### src/rtl/ring_phase_monitor.sv
// Watches a one-hot 8-phase ring counter, tracks its phase and flags illegal or out-of-order samples.
// Optional revolution counter is built only when RING_MONITOR_REV_COUNT_EN is defined.
module ring_phase_monitor #(
  parameter int unsigned REV_W = 8
) (
  input  logic             clock,
  input  logic             init,
  input  logic [0:7]       ring_in,
  input  logic             clr_err,
  output logic [2:0]       phase,
  output logic             phase_valid,
  output logic [REV_W-1:0] rev_count,
  output logic             err_illegal,
  output logic             err_skip,
  output logic             err_sticky,
  output logic             reinit_req
);

  typedef enum logic [1:0] {IDLE, TRACK, FAULT} state_t;

  state_t     state, state_nx;
  logic [2:0] phase_nx;
  logic       valid_nx, ill_nx, skip_nx, sticky_nx, reinit_nx;
  logic [3:0] hot_cnt;
  logic [2:0] hot_idx;
  logic       legal;

  always_comb begin
    hot_cnt = '0;
    hot_idx = '0;
    for (int unsigned i = 0; i < 8; i++) begin
      if (ring_in[i]) begin
        hot_cnt = hot_cnt + 4'd1;
        hot_idx = 3'(i);
      end
    end
    legal = (hot_cnt == 4'd1);
  end

  // Any error overrides a coincident clr_err because it re-sets sticky after the default clear.
  always_comb begin
    state_nx  = state;
    phase_nx  = phase;
    valid_nx  = phase_valid;
    ill_nx    = 1'b0;
    skip_nx   = 1'b0;
    sticky_nx = clr_err ? 1'b0 : err_sticky;
    reinit_nx = reinit_req;
    case (state)
      IDLE: begin
        if (legal) begin
          phase_nx = hot_idx;
          valid_nx = 1'b1;
          state_nx = TRACK;
        end else begin
          ill_nx    = 1'b1;
          valid_nx  = 1'b0;
          sticky_nx = 1'b1;
          reinit_nx = 1'b1;
          state_nx  = FAULT;
        end
      end
      TRACK: begin
        if (!legal || (hot_idx != phase + 3'd1)) begin
          ill_nx    = !legal;
          skip_nx   = legal;
          valid_nx  = 1'b0;
          sticky_nx = 1'b1;
          reinit_nx = 1'b1;
          state_nx  = FAULT;
        end else begin
          phase_nx = hot_idx;
        end
      end
      FAULT: begin
        valid_nx  = 1'b0;
        reinit_nx = 1'b1;
        if (clr_err) begin
          sticky_nx = 1'b0;
          reinit_nx = 1'b0;
          state_nx  = IDLE;
        end
      end
      default: state_nx = IDLE;
    endcase
  end

  always_ff @(posedge clock) begin
    if (init) begin
      state       <= IDLE;
      phase       <= '0;
      phase_valid <= 1'b0;
      err_illegal <= 1'b0;
      err_skip    <= 1'b0;
      err_sticky  <= 1'b0;
      reinit_req  <= 1'b0;
    end else begin
      state       <= state_nx;
      phase       <= phase_nx;
      phase_valid <= valid_nx;
      err_illegal <= ill_nx;
      err_skip    <= skip_nx;
      err_sticky  <= sticky_nx;
      reinit_req  <= reinit_nx;
    end
  end

`ifdef RING_MONITOR_REV_COUNT_EN
  logic rev_step;
  assign rev_step = (state == TRACK) && legal && (phase == 3'd7) && (hot_idx == 3'd0);

  always_ff @(posedge clock) begin
    if (init)
      rev_count <= '0;
    else if (rev_step)
      rev_count <= rev_count + REV_W'(1);
  end
`else
  assign rev_count = '0;
`endif

endmodule

### config.mk
export PLATFORM = sky130hd
export DESIGN_NAME = ring_phase_monitor
export DESIGN_NICKNAME = d
export VERILOG_FILES = /design/src/rtl/ring_phase_monitor.sv
export SDC_FILE = /design/constraint.sdc
export NUM_CORES = 1
export LEC_CHECK = 0
export CAP_MARGIN = 20
export CORE_UTILIZATION = 40
export DETAILED_ROUTE_END_ITERATION = 8
export GPL_TIMING_DRIVEN = 0
export PLACE_DENSITY = 0.67
export SYNTH_ARGS = -nofsm -noshare
export SYNTH_HDL_FRONTEND = slang
export SYNTH_SLANG_ARGS = --single-unit
### constraint.sdc
create_clock -name clock -period 12.56 [get_ports clock]
set_input_delay 1.884 -clock clock [delete_from_list [all_inputs] [get_ports clock]]
set_output_delay 1.884 -clock clock [all_outputs]
set_load 0.01 [all_outputs]
Word level (Yosys, flattened, before mapping) --
Index checks and enable logic that the tools add are counted.
Cells by class: mux-type cells 37, add/sub/neg operators 8, eq/ne operators 9, bitwise operators 2, reductions and logical operators 10
Operator list (count):
- $add 4x1->4 const B | 7
- $mux 4 | 7
- $mux 3 | 8
- $mux 1 | 13
- $ne 2x2->1 const B | 5
- $pmux 1 s3 | 3
- $mux 2 | 3
- $pmux 2 s3 | 1
- $pmux 3 s2 | 1
- $reduce_and 3->1 | 2
- $eq 4x1->1 const B | 1
- $reduce_and 2->1 | 2
- $add 3x1->3 const B | 1
- $ne 3x3->1 | 1
- $reduce_bool 3->1 | 1
- $reduce_or 3->1 | 1
- $eq 2x1->1 const B | 1
- $eq 2x2->1 const B | 1
- $logic_not 2->1 | 1
- $not 1->1 | 2
- $pmux 1 s2 | 1
- $reduce_bool 2->1 | 1
- $logic_not 1->1 | 1
- $logic_or 1x1->1 | 1
Storage, ports and cells: word-level logic and storage cells 73, flip-flop bits (word level) 10, output and inout bits 16, input bits 11

Depth between registers and ports, before layout --
Gate-level depths: netlist (run 1).
depth in word-level cells 20, gate-level depth with buffers 18

Worst setup path before layout (run 1) --
No wires, ideal clock.
kind input to register, start point in ring_in[1] in the netlist's numbering, end point reg reinit_req, stages 17, path buffers 0, data required time 12.437 ns, setup slack 6.597 ns, arrival time 5.840 ns, library setup time 0.123 ns, cells stage by stage inv_1 ha_1 xor2_1 ha_1 nand2_1 o31ai_1 ha_1 mux2_2 ha_1 a221o_1 ha_1 mux2_2 ha_1 or3b_4 o32ai_4 a31oi_1 mux2_1
On the way: word-level cells in the longest chain between the ends 18, elaborated cells on any way between the ends 27, classes of those cells add/sub: 6; eq/ne: 4; mux: 14; reduce/logical: 3
Ends and longest elaborated chain:
- from (decl) | RTL line 8 | input logic [0:7] ring_in,
- $mux 4 | RTL line 32 | if (ring_in[i]) begin
- $add 4x1->4 | RTL line 33 | hot_cnt = hot_cnt + 4'd1;
- $mux 4 | RTL line 32
- $add 4x1->4 | RTL line 33
- $mux 4 | RTL line 32
- $add 4x1->4 | RTL line 33
- $mux 4 | RTL line 32
- $add 4x1->4 | RTL line 33
- (+2 left out)
- $mux 4 | RTL line 32
- $add 4x1->4 | RTL line 33
- $mux 4 | RTL line 32
- $eq 4x1->1 | RTL line 37 | legal = (hot_cnt == 4'd1);
- $logic_not 1->1 | RTL line 64 | if (!legal || (hot_idx != phase + 3'd1)) begin
- $logic_or 1x1->1 | RTL line 64
- $ne 2x2->1 (no line)
- $reduce_and 3->1 (no line) (*)
- to (signal assigned) | RTL line 104 | reinit_req <= reinit_nx;
- to (decl) | RTL line 16 | output logic reinit_req
Every way passes the cells marked *; elsewhere a longest branch is shown, timed or not. A chain may end at the register's enable or synchronous reset.

Worst setup path in the final report (run 1) --
Same ends and word-level chain as after synthesis.

==> results of run 1 <==
-- final cells by class --
class	count	area (sq um)	share of cell area
Buffer	14	96.3	0.0669
Clock buffer	4	36.3	0.0252
Inverter	9	33.8	0.0235
Multi-Input combinational cell	112	895	0.621
Sequential cell	10	200	0.139
Tap cell	31	38.8	0.0269
Timing Repair Buffer	14	140	0.0973
-- synth_stat cells, drive strengths merged --
| master | n | area (sq um) |
|---|---|---|
| and4 | 1 | 8.76 |
| o21ai | 2 | 10.0 |
| a41o | 2 | 20.0 |
| nor3 | 2 | 10.0 |
| a31o | 1 | 8.76 |
| inv | 9 | 33.8 |
| xnor3 | 2 | 47.6 |
| nand3 | 1 | 5.00 |
| or2 | 1 | 6.26 |
| o21bai | 2 | 15.0 |
| xor2 | 7 | 76.3 |
| a211oi | 3 | 22.5 |
| nor3b | 2 | 20.0 |
| and2 | 2 | 13.8 |
| or3 | 3 | 18.8 |
| mux2 | 3 | 33.8 |
| a221o | 1 | 10.0 |
| or3b | 2 | 20.0 |
| clkbuf | 3 | 21.3 |
| nor4 | 2 | 12.5 |
| nand2 | 8 | 30.0 |
| o31ai | 1 | 7.51 |
| nor2 | 9 | 33.8 |
| a21oi | 5 | 25.0 |
| ha | 12 | 150 |
| a31oi | 8 | 50.1 |
| o2111a | 1 | 11.3 |
| a311oi | 3 | 26.3 |
| o32ai | 3 | 45.1 |
| dfxtp | 10 | 200 |
| o31a | 1 | 10.0 |
| and3 | 1 | 6.26 |
| xnor2 | 4 | 35.0 |
| conb | 1 | 3.75 |
| nor2b | 5 | 31.3 |
| xor3 | 1 | 23.8 |
| buf | 11 | 75.1 |
| nand2b | 2 | 12.5 |
| nand3b | 1 | 7.51 |
-- routing by layer --
metal,GRT usage,part of all wire,vias up
met5,0,0,-
met4,0.0418,0.0099,0
met3,0.0438,0.039,4
met2,0.267,0.46,25
met1,0.197,0.49,486
li1,-,-,532
-- final timing paths --
check | slack (ps) | start | cells after the start | to
worst min register to register | 500 | phase_valid$_SDFFE_PP0P_ | 2 | phase_valid$_SDFFE_PP0P_
worst max register to register | 10540 | phase[0]$_SDFFE_PP0P_ | 8 | phase[0]$_SDFFE_PP0P_
worst min-delay path | 500 | phase_valid$_SDFFE_PP0P_ | 2 | phase_valid$_SDFFE_PP0P_
worst max-delay path | 5990 | ring_in[1] | 18 | reinit_req$_SDFFE_PP0P_
-- state kept, by name, indices dropped and copies added (netlist names) --
name / cells
reinit_req: 1
phase: 3
err_illegal: 1
err_sticky: 1
state: 2
err_skip: 1
phase_valid: 1
-- cells by family after synthesis --
logic type / count (synthesis) / share of synthesized area
compound gates: 33 / 0.218
xor+xnor: 14 / 0.152
fa+ha+maj: 12 / 0.125
buf+inv: 23 / 0.109
flops: 10 / 0.167
mux: 3 / 0.0282
other cells: 1 / 0.00313
simple gates: 42 / 0.197
-- power by group through the flow --
stage	clock (mW)	sequential (mW)	combinational, mW
6_report	0.0292	0.0513	0.150
5_1_grt	0.0316	0.0527	0.165
4_1_cts	0.0299	0.0511	0.149
3_5_place_dp	0	0.0516	0.148
3_3_place_gp	0	0.0506	0.144
2_1_floorplan	0	0.0543	0.106
-- worst max-delay path, stage by stage --
cell,delay [ps]
clkdlybuf4s50_1,500
inv_1,50
ha_1,360
xor2_1,190
ha_1,280
nand2_1,60
o31ai_1,130
ha_1,330
mux2_2,270
ha_1,290
a221o_1,410
ha_1,300
mux2_2,270
ha_1,270
or3b_4,400
o32ai_4,220
a31oi_1,170
mux2_1,340
-- placed cells by master (no fill, tap or decap), drive strengths merged, types with 8 or more instances in the layout --
cell           synthesis  final
buf                   11     11
dfxtp                 10     10
inv                    9      9
ha                    12     12
nand2                  8      8
conb                   1      8
nor2                   9      9
clkdlybuf4s50          0     14
a31oi                  8      8
-- per-stage QoR --
stage | worst slack, ps | std cells
global placement | 5790 | 190
global route | 5800 | 194
finish | 5990 | 194
floorplan | 6600 | 145
CTS | 5990 | 194
detailed placement | 5720 | 190
==> flow_summary.ini, run 1 <==
[finish]
final_net_count = 187
final_area_sq_um = 1440
fillers = 274
drive_above_1_share = 0.184
diodes = 0
syn_to_final_growth_pct = 20.1
final_util = 0.513

[timing]
timing.hold.ws_ps = 497
drv_slew = 0
fin_crit_sh = 0.523
max_freq_mhz = 152
hold_violations = 0
report.final.setup_viol = 0
rsz0062_at_grt = no
finalSetupTns_ps = 0
tightest_slew_ps = 523
maxSlewHeadroom = 0.648
fin_crit_ps = 6570
finalClockSkew_ps = 4.29

[global_routing]
grt_pass1_wl_mm = 4.11
track_usage = 0.158
grt-ovfl-total = 0
grt_max_degree = 11
grt_pass1_vias = 978
antenna_found_initial = 0

[synthesis]
yosysSeqAreaShare = 0.167
syn_inst = 138
ys_seq_elements = 10
yosys_warnings = 0
yosysUniqueCellTypes = 47
syn_area_sq_um = 1200
syn_area_per_cell_sq_um = 8.69

[routing]
route.vias.total = 1047
wire_per_inst_um = 12.0
drt-total-wl_mm = 2.32
drc = 5
drtIter0Drc = 34
dr.pass1.iters = 6
vias_per_cell = 5.40
drtAntennaViolNets = 0

[power]
swShare = 0.408
intPower_mw = 0.136
p_leak_nw = 0.619
power_mw = 0.231
p_sw_mw = 0.0942
pwr-share-comb = 0.651
pwr-share-clk = 0.127
seqPwrFrac = 0.222
p_per_area_nw_per_um2 = 160
ir_drop_uv = 61.0

[setup_path]
crit_path_start_kind = input port
worst-setup-path-type = input port to flip-flop
worstPathMaxFanout = 9
worstPathRequired_ps = 12710
arrival_ps = 6720
end_kind = flip-flop

[placement]
globalplace.congestion = 0.858
dpl_cell_area_sq_um = 1400
io_buffers = 14
hpwl_mm = 1.81

[die]
die_h_um = 56.7
num_io_pins = 27
row_count = 19
dieArea_sq_um = 3220
start_util = 0.427
die_w_um = 56.7
core-area_sq_um = 2810

[status]
violations = DRC
outcome = complete, but fails checks

[cts]
cts_buffer_depth = 2
insertion_delay_ps = 270
cts_setup_buffers = 0
cts_made_buffers = 3
cts_resized = 0
clk_pin_slew_ps = 70
cts_sinks = 10
htreeDepth = 1
cts_tree = yes
cts_root_buffer = clkbuf_4
postCtsHoldBufs = 0

[hold_path]
worstHoldPathType = flip-flop to flip-flop

[job]
maxCapViolCount = 0
Power figures use the tool's default switching activity.
==> run 2: changes to the inputs <==
Clock period 12.56 ns to 6.8 ns, I/O delays scaled along.
==> results of run 2 <==
The final DEF is identical to that of run 1. Status: complete, but fails checks: DRC.
Among the figures that moved: setup slack after placement 5720 ps -> 826 ps; setup slack after layout 5990 ps -> 1100 ps; register-to-register setup slack 10540 ps -> 4780 ps; total power 0.231 mW -> 0.426 mW; worst IR drop on VDD 61.0 uV -> 113 uV
